[src/rtl/ast_systolic_operand_feeder_pkg.sv]
// Shared defaults, write-select encoding and effective-K helper for the
// systolic operand feeder.
package ast_systolic_operand_feeder_pkg;

  localparam int unsigned SIZE_DEF   = 4;
  localparam int unsigned DATA_W_DEF = 8;

  typedef enum logic {
    SEL_A = 1'b0,
    SEL_B = 1'b1
  } sel_e;

  // k == 0 or k > size both mean "full inner dimension".
  function automatic int unsigned calc_keff(input int unsigned k, input int unsigned size);
    return (k == 0 || k > size) ? size : k;
  endfunction

endpackage

[src/rtl/ast_systolic_operand_feeder_bank.sv]
// One SIZE x SIZE operand store with valid bitmap, write port and a
// registered skew-read lane mux.
module ast_operand_bank #(
  parameter int unsigned SIZE      = 4,
  parameter int unsigned DATA_W    = 8,
  parameter bit          TRANSPOSE = 1'b0
) (
  input  logic                      clk_i,
  input  logic                      reset_i,
  input  logic                      clear_i,
  input  logic                      we_i,
  input  logic [$clog2(SIZE)-1:0]   row_i,
  input  logic [$clog2(SIZE)-1:0]   col_i,
  input  logic [DATA_W-1:0]         data_i,
  input  logic [$clog2(SIZE):0]     keff_i,
  input  logic [SIZE:0]             t_i,
  output logic [SIZE*DATA_W-1:0]    lanes_o,
  output logic [SIZE*SIZE-1:0]      valid_d_o
);

  localparam int unsigned IW = $clog2(SIZE);
  localparam int unsigned TW = SIZE + 2;

  logic [DATA_W-1:0]      mem_q [SIZE][SIZE];
  logic [SIZE*SIZE-1:0]   valid_q, valid_d;
  logic [SIZE*DATA_W-1:0] lanes_q, lanes_d;
  logic [TW-1:0]          t_ext, diag;
  logic [IW-1:0]          idx;

  always_ff @(posedge clk_i) begin
    if (we_i) mem_q[row_i][col_i] <= data_i;
  end

  always_comb begin
    valid_d = valid_q;
    if (clear_i)   valid_d = '0;
    else if (we_i) valid_d[32'(row_i) * SIZE + 32'(col_i)] = 1'b1;
  end

  // Lane l reads diagonal offset t-l; TRANSPOSE swaps which index is the lane.
  always_comb begin
    lanes_d = '0;
    t_ext   = TW'(t_i);
    diag    = '0;
    idx     = '0;
    for (int unsigned l = 0; l < SIZE; l++) begin
      if (TW'(l) <= t_ext) begin
        diag = t_ext - TW'(l);
        if (diag < TW'(keff_i)) begin
          idx = diag[IW-1:0];
          lanes_d[l*DATA_W +: DATA_W] = TRANSPOSE ? mem_q[idx][IW'(l)] : mem_q[IW'(l)][idx];
        end
      end
    end
  end

  always_ff @(posedge clk_i) begin
    if (reset_i) begin
      valid_q <= '0;
      lanes_q <= '0;
    end else begin
      valid_q <= valid_d;
      lanes_q <= lanes_d;
    end
  end

  assign lanes_o   = lanes_q;
  assign valid_d_o = valid_d;

endmodule

[src/rtl/ast_systolic_operand_feeder.sv]
// Operand-side responder: stores host-written A/B matrices and drives skewed
// wavefronts into the systolic array edges.
module ast_systolic_operand_feeder
  import ast_systolic_operand_feeder_pkg::*;
#(
  parameter int unsigned SIZE   = SIZE_DEF,
  parameter int unsigned DATA_W = DATA_W_DEF
) (
  input  logic                      clk,
  input  logic                      reset,
  input  logic                      wr_en,
  input  logic                      wr_sel,
  input  logic [$clog2(SIZE)-1:0]   wr_row,
  input  logic [$clog2(SIZE)-1:0]   wr_col,
  input  logic [DATA_W-1:0]         wr_data,
  input  logic                      clear,
  input  logic [$clog2(SIZE):0]     k_dim,
  input  logic                      busy,
  input  logic [SIZE:0]             memsel_A,
  input  logic [SIZE:0]             memsel_B,
  output logic [SIZE*DATA_W-1:0]    a_out,
  output logic [SIZE*DATA_W-1:0]    b_out,
  output logic                      operands_ready,
  output logic                      wr_err
);

  localparam int unsigned KW = $clog2(SIZE) + 1;

  logic [KW-1:0]        keff;
  logic                 wr_ok, we_a, we_b;
  logic [SIZE*SIZE-1:0] va_d, vb_d;
  logic                 ready_q, ready_d;
  logic                 err_q, err_d;

  assign keff  = KW'(calc_keff(32'(k_dim), SIZE));
  assign wr_ok = wr_en && !busy && !clear && !reset;
  assign we_a  = wr_ok && (sel_e'(wr_sel) == SEL_A);
  assign we_b  = wr_ok && (sel_e'(wr_sel) == SEL_B);
  assign err_d = wr_en && busy && !clear;

  ast_operand_bank #(.SIZE(SIZE), .DATA_W(DATA_W), .TRANSPOSE(1'b0)) u_bank_a (
    .clk_i     (clk),
    .reset_i   (reset),
    .clear_i   (clear),
    .we_i      (we_a),
    .row_i     (wr_row),
    .col_i     (wr_col),
    .data_i    (wr_data),
    .keff_i    (keff),
    .t_i       (memsel_A),
    .lanes_o   (a_out),
    .valid_d_o (va_d)
  );

  ast_operand_bank #(.SIZE(SIZE), .DATA_W(DATA_W), .TRANSPOSE(1'b1)) u_bank_b (
    .clk_i     (clk),
    .reset_i   (reset),
    .clear_i   (clear),
    .we_i      (we_b),
    .row_i     (wr_row),
    .col_i     (wr_col),
    .data_i    (wr_data),
    .keff_i    (keff),
    .t_i       (memsel_B),
    .lanes_o   (b_out),
    .valid_d_o (vb_d)
  );

  // Built from next-state bitmaps so readiness trails the last write by one cycle.
  always_comb begin
    ready_d = 1'b1;
    for (int unsigned r = 0; r < SIZE; r++) begin
      for (int unsigned c = 0; c < SIZE; c++) begin
        if (c < 32'(keff) && !va_d[r*SIZE + c]) ready_d = 1'b0;
        if (r < 32'(keff) && !vb_d[r*SIZE + c]) ready_d = 1'b0;
      end
    end
  end

  always_ff @(posedge clk) begin
    if (reset) begin
      ready_q <= 1'b0;
      err_q   <= 1'b0;
    end else begin
      ready_q <= ready_d;
      err_q   <= err_d;
    end
  end

  assign operands_ready = ready_q;
  assign wr_err         = err_q;

endmodule

[config.mk]
export PLATFORM = sky130hd
export DESIGN_NAME = ast_systolic_operand_feeder
export DESIGN_NICKNAME = d
export VERILOG_FILES = /design/src/rtl/ast_systolic_operand_feeder_pkg.sv /design/src/rtl/ast_systolic_operand_feeder_bank.sv /design/src/rtl/ast_systolic_operand_feeder.sv
export SDC_FILE = /design/constraint.sdc
export NUM_CORES = 1
export LEC_CHECK = 0
export BUFFER_PORTS_ARGS = -buffer_cell sky130_fd_sc_hd__buf_2
export CORE_MARGIN = 10
export CORE_UTILIZATION = 35
export DETAILED_ROUTE_END_ITERATION = 16
export GPL_ROUTABILITY_DRIVEN = 1
export PLACE_DENSITY = 0.48
export SYNTH_ARGS = -nofsm -noshare
export SYNTH_HDL_FRONTEND = slang
export SYNTH_SLANG_ARGS = --single-unit
[constraint.sdc]
create_clock -name clk -period 3.3 [get_ports clk]
set_clock_uncertainty 0.05 [all_clocks]
set_input_delay 0.165 -clock clk [delete_from_list [all_inputs] [get_ports clk]]
set_output_delay 0.165 -clock clk [all_outputs]
set_load 0.03 [all_outputs]
==> run_results.csv <==
group,metric,value,unit
power_and_ir_drop,p_per_area,619,nW/um^2
global_route,grt_pass1_vias,7397,
final_layout,num-fill-cells,3354,
clocking,clock-sinks,354,
sta,rsz0062_at_grt,"false",
synthesis,synthFlopType,"edfxtp_1",
synthesis,synth.most_common_cell,"edfxtp_1",
route,first_pass_iters,5,
route,top_layer_used,"met5",
global_route,grt_pass1_wl,46700,um
clocking,cts_resized,0,
route,dr.first_iter.drc_count,354,
setup_path,slowest_stage,"dlygate4sd3_1",
clocking,cts_tree,"built",
final_layout,final-seq-area,9650,sq um
route,wl_met3,1330,um
synthesis,synth_compound_gate_area_share,0.0314,
sta,fmax,427,MHz
floorplan,dieWidth,215,um
sta,fin_setup_tns,0,ns
synthesis,synth.distinct_cells,46,
route,drtAntennaViolNets,0,
synthesis,synthCells,793,
route,drcViolationCount,0,
clocking,clock_latency,0.53,ns
power_and_ir_drop,peakVddDrop,309,uV
sta,max-slew-margin-rel,0.470,
power_and_ir_drop,clockPowerShare,0.463,
final_layout,fin_area,16000,sq um
setup_path,path_common_cell,"nor4b_2",
floorplan,core-area,37600,sq um
route,wl_met1,13800,um
route,num_vias,7166,
synthesis,synth_top_area_frac,0.579,
sta,slew_viol_final,0,
synthesis,syn_nets,847,
sta,setup_viol,0,
power_and_ir_drop,p_sw_frac,0.210,
clocking,clock_tree.root_cell,"clkbuf_16",
route,routed_wl,30800,um
sta,worstMarginPinSlew,0.792,ns
setup_path,r2r-start,"u_bank_b.valid_q[11]",
route,wl_per_cell,20.7,um
placement,dpl-instance-area,14600,sq um
clocking,numCtsBuffers,40,
synthesis,synthTopCellsByArea,"edfxtp_1 (58%), dfxtp_1 (15%), mux4_2 (11%), nor2b_1 (2.5%), nor2_1 (2.4%)",
synthesis,synth-edff-count,256,
synthesis,synth-simple-area-share,0.0872,
synthesis,synth.avg_cell_area,16.8,sq um
hold_path,holdPathEnd,"u_bank_a.valid_q[14]",
synthesis,ys_seq_elements,354,
setup_path,critPathRequiredTime,3.69,ns
floorplan,initial_core_util,0.354,
synthesis,ys_async_sr_fraction,0,
power_and_ir_drop,share_comb_of_total_power,0.052,
setup_path,path_max_fanout,20,
flow_run,drv_cap,0,
setup_path,path_cells,"dlygate4sd3_1 -> buf_2 -> nor4b_2 -> buf_4 -> or3b_4 -> or3_1 -> a21oi_1 -> a41oi_1 -> nor4b_2",
synthesis,yosys.area.top_type,"edfxtp_1",
final_layout,multiInputGateArea,3440,sq um
setup_path,critPathKind,"input pin to flop",
hold_path,whs_path_depth,3,
synthesis,synthMuxAreaShare,0.114,
floorplan,io_pins,97,
sta,period_share,0.710,
global_route,grt_max_degree,33,
sta,finalCriticalPeriod,2.34,ns
placement,hpwl,19200,um
global_route,antenna_found_initial,4,
hold_path,worstHoldStart,"clear",
setup_path,arrival,2.73,ns
placement,gp_congestion,0.769,
sta,finalHoldViolations,0,
synthesis,netlist_area,13300,sq um
status,status,"finished, final reports clean",
final_layout,drive_gt1_frac,0.282,
final_layout,syn2layout_area_growth,20.6,%
setup_path,critical_path.max_stage_delay,0.53,ns
floorplan,die_y,215,um
floorplan,core.rowCount,71,
synthesis,yosysWarnings,0,
synthesis,synthAdderAreaFrac,0.0232,
global_route,grt_usage,0.133,
hold_path,hold_path.class,"input pin to flop",
setup_path,crit_path_end_kind,"flop",
setup_path,r2r_end,"operands_ready",
global_route,globalRouteOverflowTotal,0,
setup_path,start_kind,"input pin",
setup_path,reg2regPathDepth,5,
final_layout,instances_no_fill,1486,
clocking,post-cts-setup-buffers,0,
power_and_ir_drop,power.leakage,0.00571,uW
setup_path,r2r_slack,1.66,ns
placement,dp_cells,1409,
power_and_ir_drop,p_switching,2080,uW
clocking,hold_buffers,2,
synthesis,synth_top_family_by_area,"multiplexers",
power_and_ir_drop,p_int,7830,uW
clocking,htreeDepth,2,
placement,port-buffer-count,96,
route,wl_met2,15000,um
synthesis,synth.cells.most_frequent,"edfxtp_1 (256), dfxtp_1 (98), nor2_1 (86), mux4_2 (64), nor2b_1 (54)",
clocking,clkTransAtPathRegs,0.05,ns
clocking,cts_buffer_depth,3,
floorplan,die_area,46100,sq um
synthesis,synth_xor_area_frac,0.00330,
power_and_ir_drop,p_total,9910,uW
synthesis,yosysSeqAreaShare,0.726,
route,via_per_inst,4.82,
power_and_ir_drop,seqPwrFrac,0.484,
final_layout,nets,996,
[routing by layer]
layer	GRT usage	vias up
met3	0.0285	48
met4	0.0399	6
met2	0.217	147
met5	0	-
li1	-	3334
met1	0.173	3631
[sequential cells by signal (all words and copies together) (netlist names)]
name,count
u_bank_b.valid_q,16
u_bank_a.lanes_o,32
wr_err,1
u_bank_b.mem_q,128
u_bank_a.valid_q,16
u_bank_a.mem_q,128
u_bank_b.lanes_o,32
operands_ready,1
[cell type report]
class,instances,area share
diodes,1,0.000156
clock buffers,57,0.0769
clock inverters,17,0.0116
inverters,17,0.00398
multi-input cells,390,0.215
flip-flops and latches,354,0.602
well taps,511,0.0399
repair buffers,139,0.0505
[layout by cell type (no fill, tap or decap), types with 3 or more instances in the layout]
master and instances:
a31oi_1 7, o21a_1 5, mux4_2 64, clkbuf_16 45, buf_2 96, a22oi_1 4, inv_1 17, nand3_1 10
nand2_1 18, a21oi_1 12, nand2b_1 5, o22ai_1 3, bufinv_16 3, nand4_1 3, and3_1 18, nor2b_1 54
dfxtp_1 98, a41oi_1 7, ha_1 23, nor3_1 14, o21ai_0 15, o31ai_1 3, nor2_1 86, clkbuf_1 6
edfxtp_1 256, buf_4 41, xnor2_1 3, clkbuf_8 6, clkinv_2 6, mux2i_1 5
[per-stage QoR]
stage / util / setup WS [ns] / hold slack (ns)
after floorplan: - / 0.773 / 0.214
after global placement: 0.388 / 0.864 / 0.384
after detailed placement: 0.388 / 0.761 / 0.395
after CTS: 0.426 / 0.958 / 0.0205
after global routing: 0.426 / 0.796 / 0.0344
final: 0.426 / 0.957 / 0.0541
[power groups by stage]
stage	clock (uW)	combinational [uW]	sequential, uW
CTS	4720	533	4800
global placement	0	529	4890
finish	4590	518	4800
detailed placement	0	529	4890
floorplan	0	273	4940
global route	4910	573	4800
[kinds of logic (layout without fill, tap and decap cells)]
family	Yosys count	in the layout
multiplexers	71	71
AND/OR/NAND/NOR	225	225
adder cells (fa/ha/maj)	25	25
buffers and inverters	49	230
AO/OA/AOI/OAI	64	64
XOR/XNOR	5	5
other	0	1
flip-flops	354	354
[worst max path at each step]
stage                     start                    to  slack, ns  cells after the start
CTS                        busy        operands_ready       0.96                      9
finish                     busy        operands_ready       0.96                      9
global placement       k_dim[0]  u_bank_b.lanes_o[23]       0.86                     10
floorplan           memsel_A[1]  u_bank_a.lanes_o[10]       0.77                     10
detailed placement     k_dim[0]  u_bank_b.lanes_o[22]       0.76                     10
global route               busy        operands_ready       0.80                      9
[critical path: cells and delay by family]
family	cells	cell delay, ns
AOI/OAI and AO/OA	2	0.29
buffers and inverters	3	0.95
and+or+nand+nor	4	1.32
No activity file was read; power rests on OpenSTA's default activity.
